**src/rtl/dpram_arbiter_if.sv**
```systemverilog
// dpram_arbiter_if: requester-side bus of the dual-port RAM arbiter (requests, grants, read responses).
interface dpram_arbiter_if #(parameter int N = 4, parameter int AW = 6, parameter int DW = 8);
  logic [N-1:0]    req;
  logic [N-1:0]    req_we;
  logic [N*AW-1:0] req_addr;
  logic [N*DW-1:0] req_wdata;
  logic [N-1:0]    gnt;
  logic [N-1:0]    rsp_valid;
  logic [N*DW-1:0] rsp_rdata;
  modport slave (input req, req_we, req_addr, req_wdata, output gnt, rsp_valid, rsp_rdata);
  modport master(output req, req_we, req_addr, req_wdata, input gnt, rsp_valid, rsp_rdata);
endinterface

```
**src/rtl/dpram_arbiter.sv**
```systemverilog
// dpram_arbiter: round-robin arbiter granting up to two requesters per cycle onto RAM ports A/B.
// Optional DPRAM_ARB_COLLISION_CHECK_EN defers port B when it hits port A's address with a write.
module dpram_arbiter #(parameter int N = 4, parameter int AW = 6, parameter int DW = 8) (
  input  logic          clk,
  input  logic          rst_n,
  dpram_arbiter_if.slave bus,
  output logic          ram_we_a,
  output logic          ram_we_b,
  output logic [AW-1:0] ram_addr_a,
  output logic [AW-1:0] ram_addr_b,
  output logic [DW-1:0] ram_data_a,
  output logic [DW-1:0] ram_data_b,
  input  logic [DW-1:0] ram_val_a,
  input  logic [DW-1:0] ram_val_b
);
  localparam int IW = $clog2(N);
  logic [IW-1:0]   ptr_q, ptr_d, a_idx, b_idx, j;
  logic [IW-1:0]   oa1_q, ob1_q, oa2_q, ob2_q;
  logic            a_ok, b_ok, b_go;
  logic [N-1:0]    elig, gnt_q, gnt_d, rsp_valid_q, rsp_valid_d;
  logic            va1_q, vb1_q, va2_q, vb2_q, va1_d, vb1_d;
  logic            we_a_q, we_a_d, we_b_q, we_b_d;
  logic [AW-1:0]   addr_a_q, addr_a_d, addr_b_q, addr_b_d, cand_addr_a, cand_addr_b;
  logic [DW-1:0]   data_a_q, data_a_d, data_b_q, data_b_d;
  logic [N*DW-1:0] rsp_rdata_q, rsp_rdata_d;
  always_comb begin
    elig = bus.req & ~gnt_q;
    a_ok = 1'b0;
    a_idx = '0;
    b_ok = 1'b0;
    b_idx = '0;
    j = '0;
    for (int k = 0; k < N; k++) begin
      j = IW'((int'(ptr_q) + k) % N);
      if (!a_ok && elig[j]) begin
        a_ok = 1'b1;
        a_idx = j;
      end
    end
    for (int k = 1; k < N; k++) begin
      j = IW'((int'(a_idx) + k) % N);
      if (a_ok && !b_ok && elig[j]) begin
        b_ok = 1'b1;
        b_idx = j;
      end
    end
    cand_addr_a = bus.req_addr[a_idx*AW +: AW];
    cand_addr_b = bus.req_addr[b_idx*AW +: AW];
`ifdef DPRAM_ARB_COLLISION_CHECK_EN
    b_go = b_ok && !(cand_addr_a == cand_addr_b && (bus.req_we[a_idx] || bus.req_we[b_idx]));
`else
    b_go = b_ok;
`endif
    gnt_d = '0;
    if (a_ok) gnt_d[a_idx] = 1'b1;
    if (b_go) gnt_d[b_idx] = 1'b1;
    we_a_d   = a_ok & bus.req_we[a_idx];
    addr_a_d = a_ok ? cand_addr_a : '0;
    data_a_d = a_ok ? bus.req_wdata[a_idx*DW +: DW] : '0;
    we_b_d   = b_go & bus.req_we[b_idx];
    addr_b_d = b_go ? cand_addr_b : '0;
    data_b_d = b_go ? bus.req_wdata[b_idx*DW +: DW] : '0;
    ptr_d = b_go ? IW'((int'(b_idx) + 1) % N) : a_ok ? IW'((int'(a_idx) + 1) % N) : ptr_q;
    va1_d = a_ok & ~bus.req_we[a_idx];
    vb1_d = b_go & ~bus.req_we[b_idx];
    // Stage-2 tags line up with ram_val; response registers land one cycle later.
    rsp_valid_d = '0;
    rsp_rdata_d = rsp_rdata_q;
    if (va2_q) begin
      rsp_valid_d[oa2_q] = 1'b1;
      rsp_rdata_d[oa2_q*DW +: DW] = ram_val_a;
    end
    if (vb2_q) begin
      rsp_valid_d[ob2_q] = 1'b1;
      rsp_rdata_d[ob2_q*DW +: DW] = ram_val_b;
    end
  end
  always_ff @(posedge clk or negedge rst_n) begin
    if (!rst_n) begin
      ptr_q <= '0;
      gnt_q <= '0;
      we_a_q <= 1'b0;
      we_b_q <= 1'b0;
      addr_a_q <= '0;
      addr_b_q <= '0;
      data_a_q <= '0;
      data_b_q <= '0;
      va1_q <= 1'b0;
      vb1_q <= 1'b0;
      va2_q <= 1'b0;
      vb2_q <= 1'b0;
      oa1_q <= '0;
      ob1_q <= '0;
      oa2_q <= '0;
      ob2_q <= '0;
      rsp_valid_q <= '0;
      rsp_rdata_q <= '0;
    end else begin
      ptr_q <= ptr_d;
      gnt_q <= gnt_d;
      we_a_q <= we_a_d;
      we_b_q <= we_b_d;
      addr_a_q <= addr_a_d;
      addr_b_q <= addr_b_d;
      data_a_q <= data_a_d;
      data_b_q <= data_b_d;
      va1_q <= va1_d;
      vb1_q <= vb1_d;
      va2_q <= va1_q;
      vb2_q <= vb1_q;
      oa1_q <= a_idx;
      ob1_q <= b_idx;
      oa2_q <= oa1_q;
      ob2_q <= ob1_q;
      rsp_valid_q <= rsp_valid_d;
      rsp_rdata_q <= rsp_rdata_d;
    end
  end
  assign bus.gnt       = gnt_q;
  assign bus.rsp_valid = rsp_valid_q;
  assign bus.rsp_rdata = rsp_rdata_q;
  assign ram_we_a   = we_a_q;
  assign ram_we_b   = we_b_q;
  assign ram_addr_a = addr_a_q;
  assign ram_addr_b = addr_b_q;
  assign ram_data_a = data_a_q;
  assign ram_data_b = data_b_q;
endmodule
```
**src/flat_wrapper.sv**
```systemverilog
// flat-port wrapper written by rule: the top's interface ports become plain ports
module dpram_arbiter_flat 
#(parameter int N = 4, parameter int AW = 6, parameter int DW = 8)
  (clk, rst_n, ram_we_a, ram_we_b, ram_addr_a, ram_addr_b, ram_data_a, ram_data_b, ram_val_a, ram_val_b, bus_req, bus_req_we, bus_req_addr, bus_req_wdata, bus_gnt, bus_rsp_valid, bus_rsp_rdata);
  dpram_arbiter_if #(.N(N), .AW(AW), .DW(DW)) bus_i ();
  input  logic clk;
  input  logic rst_n;
  output logic ram_we_a;
  output logic ram_we_b;
  output logic [AW-1:0] ram_addr_a;
  output logic [AW-1:0] ram_addr_b;
  output logic [DW-1:0] ram_data_a;
  output logic [DW-1:0] ram_data_b;
  input  logic [DW-1:0] ram_val_a;
  input  logic [DW-1:0] ram_val_b;
  input wire logic [$bits(bus_i.req)-1:0] bus_req;
  input wire logic [$bits(bus_i.req_we)-1:0] bus_req_we;
  input wire logic [$bits(bus_i.req_addr)-1:0] bus_req_addr;
  input wire logic [$bits(bus_i.req_wdata)-1:0] bus_req_wdata;
  output wire logic [$bits(bus_i.gnt)-1:0] bus_gnt;
  output wire logic [$bits(bus_i.rsp_valid)-1:0] bus_rsp_valid;
  output wire logic [$bits(bus_i.rsp_rdata)-1:0] bus_rsp_rdata;
  assign bus_i.req = bus_req;
  assign bus_i.req_we = bus_req_we;
  assign bus_i.req_addr = bus_req_addr;
  assign bus_i.req_wdata = bus_req_wdata;
  assign bus_gnt = bus_i.gnt;
  assign bus_rsp_valid = bus_i.rsp_valid;
  assign bus_rsp_rdata = bus_i.rsp_rdata;
  dpram_arbiter #(.N(N), .AW(AW), .DW(DW)) u_core (.clk(clk), .rst_n(rst_n), .bus(bus_i), .ram_we_a(ram_we_a), .ram_we_b(ram_we_b), .ram_addr_a(ram_addr_a), .ram_addr_b(ram_addr_b), .ram_data_a(ram_data_a), .ram_data_b(ram_data_b), .ram_val_a(ram_val_a), .ram_val_b(ram_val_b));
endmodule
```
**config.mk**
```make
export PLATFORM = sky130hd
export DESIGN_NAME = dpram_arbiter_flat
export DESIGN_NICKNAME = d
export VERILOG_FILES = /design/src/rtl/dpram_arbiter_if.sv /design/src/rtl/dpram_arbiter.sv /design/src/flat_wrapper.sv
export SDC_FILE = /design/constraint.sdc
export NUM_CORES = 1
export LEC_CHECK = 0
export ABC_AREA = 1
export ABC_CLOCK_PERIOD_IN_PS = 6700
export CAP_MARGIN = 20
export CELL_PAD_IN_SITES_DETAIL_PLACEMENT = 0
export CELL_PAD_IN_SITES_GLOBAL_PLACEMENT = 1
export CORE_AREA = 3 3 105 148
export CTS_CLUSTER_SIZE = 25
export DETAILED_ROUTE_END_ITERATION = 8
export DIE_AREA = 0 0 108 151
export GPL_TIMING_DRIVEN = 0
export PLACE_DENSITY_LB_ADDON = 0.1
export SKIP_CTS_REPAIR_TIMING = 1
export SYNTH_ARGS = -nofsm -noshare
export SYNTH_HDL_FRONTEND = slang
export SYNTH_SLANG_ARGS = --single-unit
```
**constraint.sdc**
```tcl
create_clock -name clk -period 6.7 [get_ports clk]
set_clock_uncertainty 0.2 [all_clocks]
set_input_delay 1.675 -clock clk [delete_from_list [all_inputs] [get_ports clk]]
set_output_delay 1.675 -clock clk [all_outputs]
set_load 0.05 [all_outputs]
```
Word-level counts from Yosys, hierarchy flattened
Cells that the tools add are included.
- register bits: 84
- input bits: 82
- output and inout port bits: 70
- logic and storage cells: 134
- add/sub/neg operators: 9
- $mul: 2
- magnitude comparators: 15
- shift-type cells: 8
- muxes and demuxes: 54
- bitwise gates (word level): 10
- reduce and logical (&&, ||, !) cells: 18
- operator list (kind ; count):
    $neg 5->34 ; 2
    $shift 8x34->32 const A ; 2
    $shiftx 8x34->32 ; 2
    $bwmux 32 ; 2
    $mux 32 ; 2
    $shiftx 32x6->8 ; 2
    $shiftx 24x6->6 ; 2
    $lt 2x3->1 const B ; 11
    $mux 1 ; 20
    $bmux 1 s2 ; 9
    $mux 2 ; 9
    $mux 4 ; 4
    $mux 8 ; 2
    $logic_and 1x1->1 ; 12
    $mux 6 ; 2
    $add 2x2->2 const B ; 4
    $demux 1 s2 ; 4
    $ge 2x1->1 const B ; 4
    $mul 2x2->4 const B ; 2
    $or 4x4->4 ; 2
    $add 2x1->2 const B ; 3
    $logic_not 1->1 ; 5
    $and 1x1->1 ; 4
    $and 4x4->4 ; 1
    other kinds (3) ; 4

Logic depth before layout (Yosys ltp)
- depth in word-level cells: 33
- mapped depth: 25
- gate-level depth less buffers: 22

Worst setup path before layout
OpenSTA, ideal clock, no wires.
- path kind: input port to flip-flop
- from: input port bus_req[3]
- to: register u_core.ptr_q[1]
- library setup time: 0.143 ns
- arrival: 4.053 ns
- data required time: 6.357 ns
- path slack: 2.305 ns
- stages: 18
- buffers on the path: 3
- path through: nand3_1 nand3_1 nand2_2 nand4_4 nand3_2 buf_6 clkbuf_1 ha_1 inv_1 nand2_1 nand2_1 nand2_2 nand3_4 nand2_4 buf_4 ha_1 nand2_1 o221ai_1
- word-level cells in the longest chain between the ends: 28
- elaborated cells between the ends (all ways): 49
- classes of those cells: add/sub: 4; mux: 30; bitwise: 1; reduce/logical: 14
- ends and longest elaborated chain (element ; RTL line ; RTL):
    start: declaration ; flat_wrapper.sv:16 ; input wire logic [$bits(bus_i.req)-1:0] bus_req;
    $and 4x4->4 (*) ; dpram_arbiter.sv:27 ; elig = bus.req & ~gnt_q;
    $bmux 1 s2 ; dpram_arbiter.sv:35 ; if (!a_ok && elig[j]) begin
    $mux 1 (not written as such) ; dpram_arbiter.sv:35 ;
    $mux 1 ; dpram_arbiter.sv:35 ;
    $logic_not 1->1 ; dpram_arbiter.sv:35 ;
    $logic_and 1x1->1 ; dpram_arbiter.sv:35 ;
    $mux 1 ; dpram_arbiter.sv:35 ;
    $logic_not 1->1 ; dpram_arbiter.sv:35 ;
    [... 11 more ...] ; -- ;
    $logic_and 1x1->1 (2 in series) ; dpram_arbiter.sv:42 ; if (a_ok && !b_ok && elig[j]) begin
    $mux 1 ; dpram_arbiter.sv:42 ;
    $logic_not 1->1 ; dpram_arbiter.sv:42 ;
    $logic_and 1x1->1 (2 in series) ; dpram_arbiter.sv:42 ;
    $mux 2 (*) ; dpram_arbiter.sv:42 ;
    named net u_core.b_idx[0] ; dpram_arbiter.sv:17 ; logic [IW-1:0] ptr_q, ptr_d, a_idx, b_idx, j;
    $add 2x1->2 (*) ; dpram_arbiter.sv:63 ; ptr_d = b_go ? IW'((int'(b_idx) + 1) % N) : a_ok ? IW'((int'(a_idx) + 1) % N) : ptr_q;
    $mux 2 (*) ; dpram_arbiter.sv:63 ;
    end signal: assignment ; dpram_arbiter.sv:99 ; ptr_q <= ptr_d;
    end: declaration ; dpram_arbiter.sv:17 ;
The timed path passes the listed nets; every way through them passes the cells marked *. The select of a mux whose other input is x is not followed.
A chain may end at the register's enable or synchronous reset.

Worst setup path after layout
- from: input port bus_req[2]
- to: register u_core.ptr_q[1]
Same word-level chain as after synthesis.

==> metrics.txt <==
outcome=finished, final reports clean; Starting Density=0.3569; fin worst setup slack=1.511 ns; Synth Cell Area=5131 um2; Seq/Total Area, Yosys=0.4097; FF-to-FF End=u_core.ptr_q[1]$_DFFE_PN0P_; Syn Nets=794; CTS tree=yes; die width=108 um; R2R cell count=20; ys flop type=dfrtp_1; f_max=192.7 MHz; main area contributors after synthesis=dfrtp_1 (41%), nand2_1 (12%), inv_1 (6.4%); Synth top area share=0.4097; root buf cell=clkbuf_16; setup violators final=0; detailed-route wire length=18020 um; clock slew at reported path FFs=0.06 ns; detailed placement HPWL=13750 um; remaining routing DRC violations=0; Final Max Tran Viols=0; commonest non-fill, non-tap cell in the layout=nand2_1; cell family with most CP delay=buffers and inverters; nets@finish=957; Placed Area=6904 um2; critical path class=in2reg; core area=14380 um2; HP Class=reg2reg; critical path peak fanout=12; cts bufs inserted=9; num rows=52; DR vias=5243; DR WL/cell=17.19 um; gr usage total=0.2232; largest net degree at the start of global routing=65; Period Utilization, post-route=0.7745; first-pass GRT wire length=28000 um; Slew HR=0.5206; Post-synth EDFFs=0; design area=about 7200 um2; Yosys reg bits=84; Max Cap Viol=0; DR iter-0 viols=195; TritonCTS Sinks=84; area of the multi-input gates=2504 um2; via/cell ratio=5.003; WP data arrival=around 5.2 ns; number of global-route vias before repair=about 5400; area grow syn2layout=40.94%; RSZ-0062 raised after global routing=false; CTS max path bufs=2; global-route congestion overflow total=0; DRT antenna net count=0; final setup TNS=0 ns; hold depth=0; Worst Max-Slew Pin Slew=0.7192 ns; Hold EP=u_core.oa2_q[1]$_DFF_PN0_; FFs w/ async S/R, synth=1.000; Synth Instances=between 600 and 700; IO Count=152; most frequent cells in the layout=nand2_1 (160), clkdlybuf4s50_1 (150), inv_1 (88); dominant cell type by area after synthesis=dfrtp_1; final hold violations=0; pre-CTS setup slack=around 1.2 ns; Worst R2R Setup Slack=2.69 ns; storage element area=2102 um2; CP max stage cell=clkdlybuf4s50_1; Fillers=1427; min-delay src=u_core.oa1_q[1]$_DFF_PN0_; initial antenna violation count=0; htree depth=3; Final Critical Period=~5.2 ns; YS warnings=0; Worst setup EP type=register; slowest stage delay, CP=approximately 0.5 ns; number of library cell types mapped by synthesis=36; PortBufs=151; reg2reg start=u_core.ptr_q[1]$_DFFE_PN0P_; worst path cell trace=clkdlybuf4s50_1 > nand3_1 > nand3_2 > nand2_2 > nand2_1 > nand3_1 > nand3_2 > buf_6 > clkbuf_1 > ha_1 > inv_1 > nand2_1 > nand2_1 > nand2_2 > nand3_4 > nand2_4 > buf_4 > ha_1 > nand2_1 > o221ai_1; Ant. Diodes=0; CP dominant cell by count=nand2_1; Die ar.=16310 um2; post-synthesis average cell area=7.426 um2; Worst EP required=6.69 ns; Die Y=roughly 150 um; Worst setup SP type=primary input; Worst Path Buf+Inv=5; Hold Slack=0.1478 ns; GPL Wtd Cong=0.8877; share of cells above drive strength 1=0.05937; clk_lat worst skew=about 0.34 ns; 1st-pass router iterations=5
[metrics by stage]
step | utilization | cells
4_1_cts | 0.5030 | 1048
2_1_floorplan | - | 691
6_report | 0.5030 | 1048
3_5_place_dp | 0.4802 | 1032
3_3_place_gp | 0.4784 | 1031
5_1_grt | 0.5030 | 1048
[synthesized netlist by cell type, drive strengths merged, types with 2 or more instances]
cell type,count
a21oi,46
nand2,170
inv,93
nor2,73
buf,12
a22oi,9
clkbuf,17
o21ai,54
a22o,5
o22ai,9
o32ai,4
ha,21
nand3,69
o41ai,2
dfrtp,84
a211oi,13
a32oi,2
nand4,3
[worst register-to-register path, delay by kind of cell (launching register included)]
kind | cells | cell delay, ns
and+or+nand+nor | 12 | 1.35
buffers and inverters | 5 | 1.10
DFF | 1 | 0.46
adders and majority gates | 2 | 0.64
AOI/OAI and AO/OA | 1 | 0.11
[metal layers]
layer | wire [um] | global-route usage | part of all wire
met5 | 0 | 0 | 0
met4 | 421 | 0.08528 | 0.023
met3 | 1007 | 0.04307 | 0.056
met2 | 9552 | 0.4147 | 0.53
met1 | 7038 | 0.2487 | 0.39
[worst max-delay path by stage]
stage | start | endpoint | slack [ns] | cells after the start
after floorplan | bus_req[3] | u_core.ptr_q[1]$_DFFE_PN0P_ | 2.30 | 18
after global placement | rst_n | u_core.ram_data_b[5]$_DFF_PN0_ | 0.53 | 1
after CTS | bus_req[2] | u_core.ptr_q[1]$_DFFE_PN0P_ | 1.50 | 20
after detailed placement | bus_req[2] | u_core.ptr_q[1]$_DFFE_PN0P_ | 1.18 | 20
after global routing | bus_req[2] | u_core.ptr_q[1]$_DFFE_PN0P_ | 1.17 | 20
final | bus_req[2] | u_core.ptr_q[1]$_DFFE_PN0P_ | 1.51 | 20
[logic make-up after synthesis]
logic type      synth area share
simple gates              0.2707
compound gates            0.1661
buf+inv                   0.1024
flops                     0.4097
fa+ha+maj                0.05121
[final cells by class]
| class | count | share of cell area |
|---|---|---|
| tap | 189 | 0.03270 |
| clock inverter | 5 | 0.01176 |
| buffer | 29 | 0.02318 |
| inverter | 94 | 0.04948 |
| clock buffer | 11 | 0.03356 |
| sequential | 84 | 0.2907 |
| multi-input combinational | 484 | 0.3462 |
| timing repair buffer | 152 | 0.2125 |
[registers in the layout (all words and copies together), names as in the netlist, 4 cells and up]
name	count
u_core.bus.gnt	4
u_core.bus.rsp_rdata	32
u_core.bus.rsp_valid	4
u_core.ram_addr_a	6
u_core.ram_addr_b	6
u_core.ram_data_a	8
u_core.ram_data_b	8
Power is left out: the tool's default activity adds up to more than one toggle a clock period on the data nets, which glitch-free logic cannot reach.
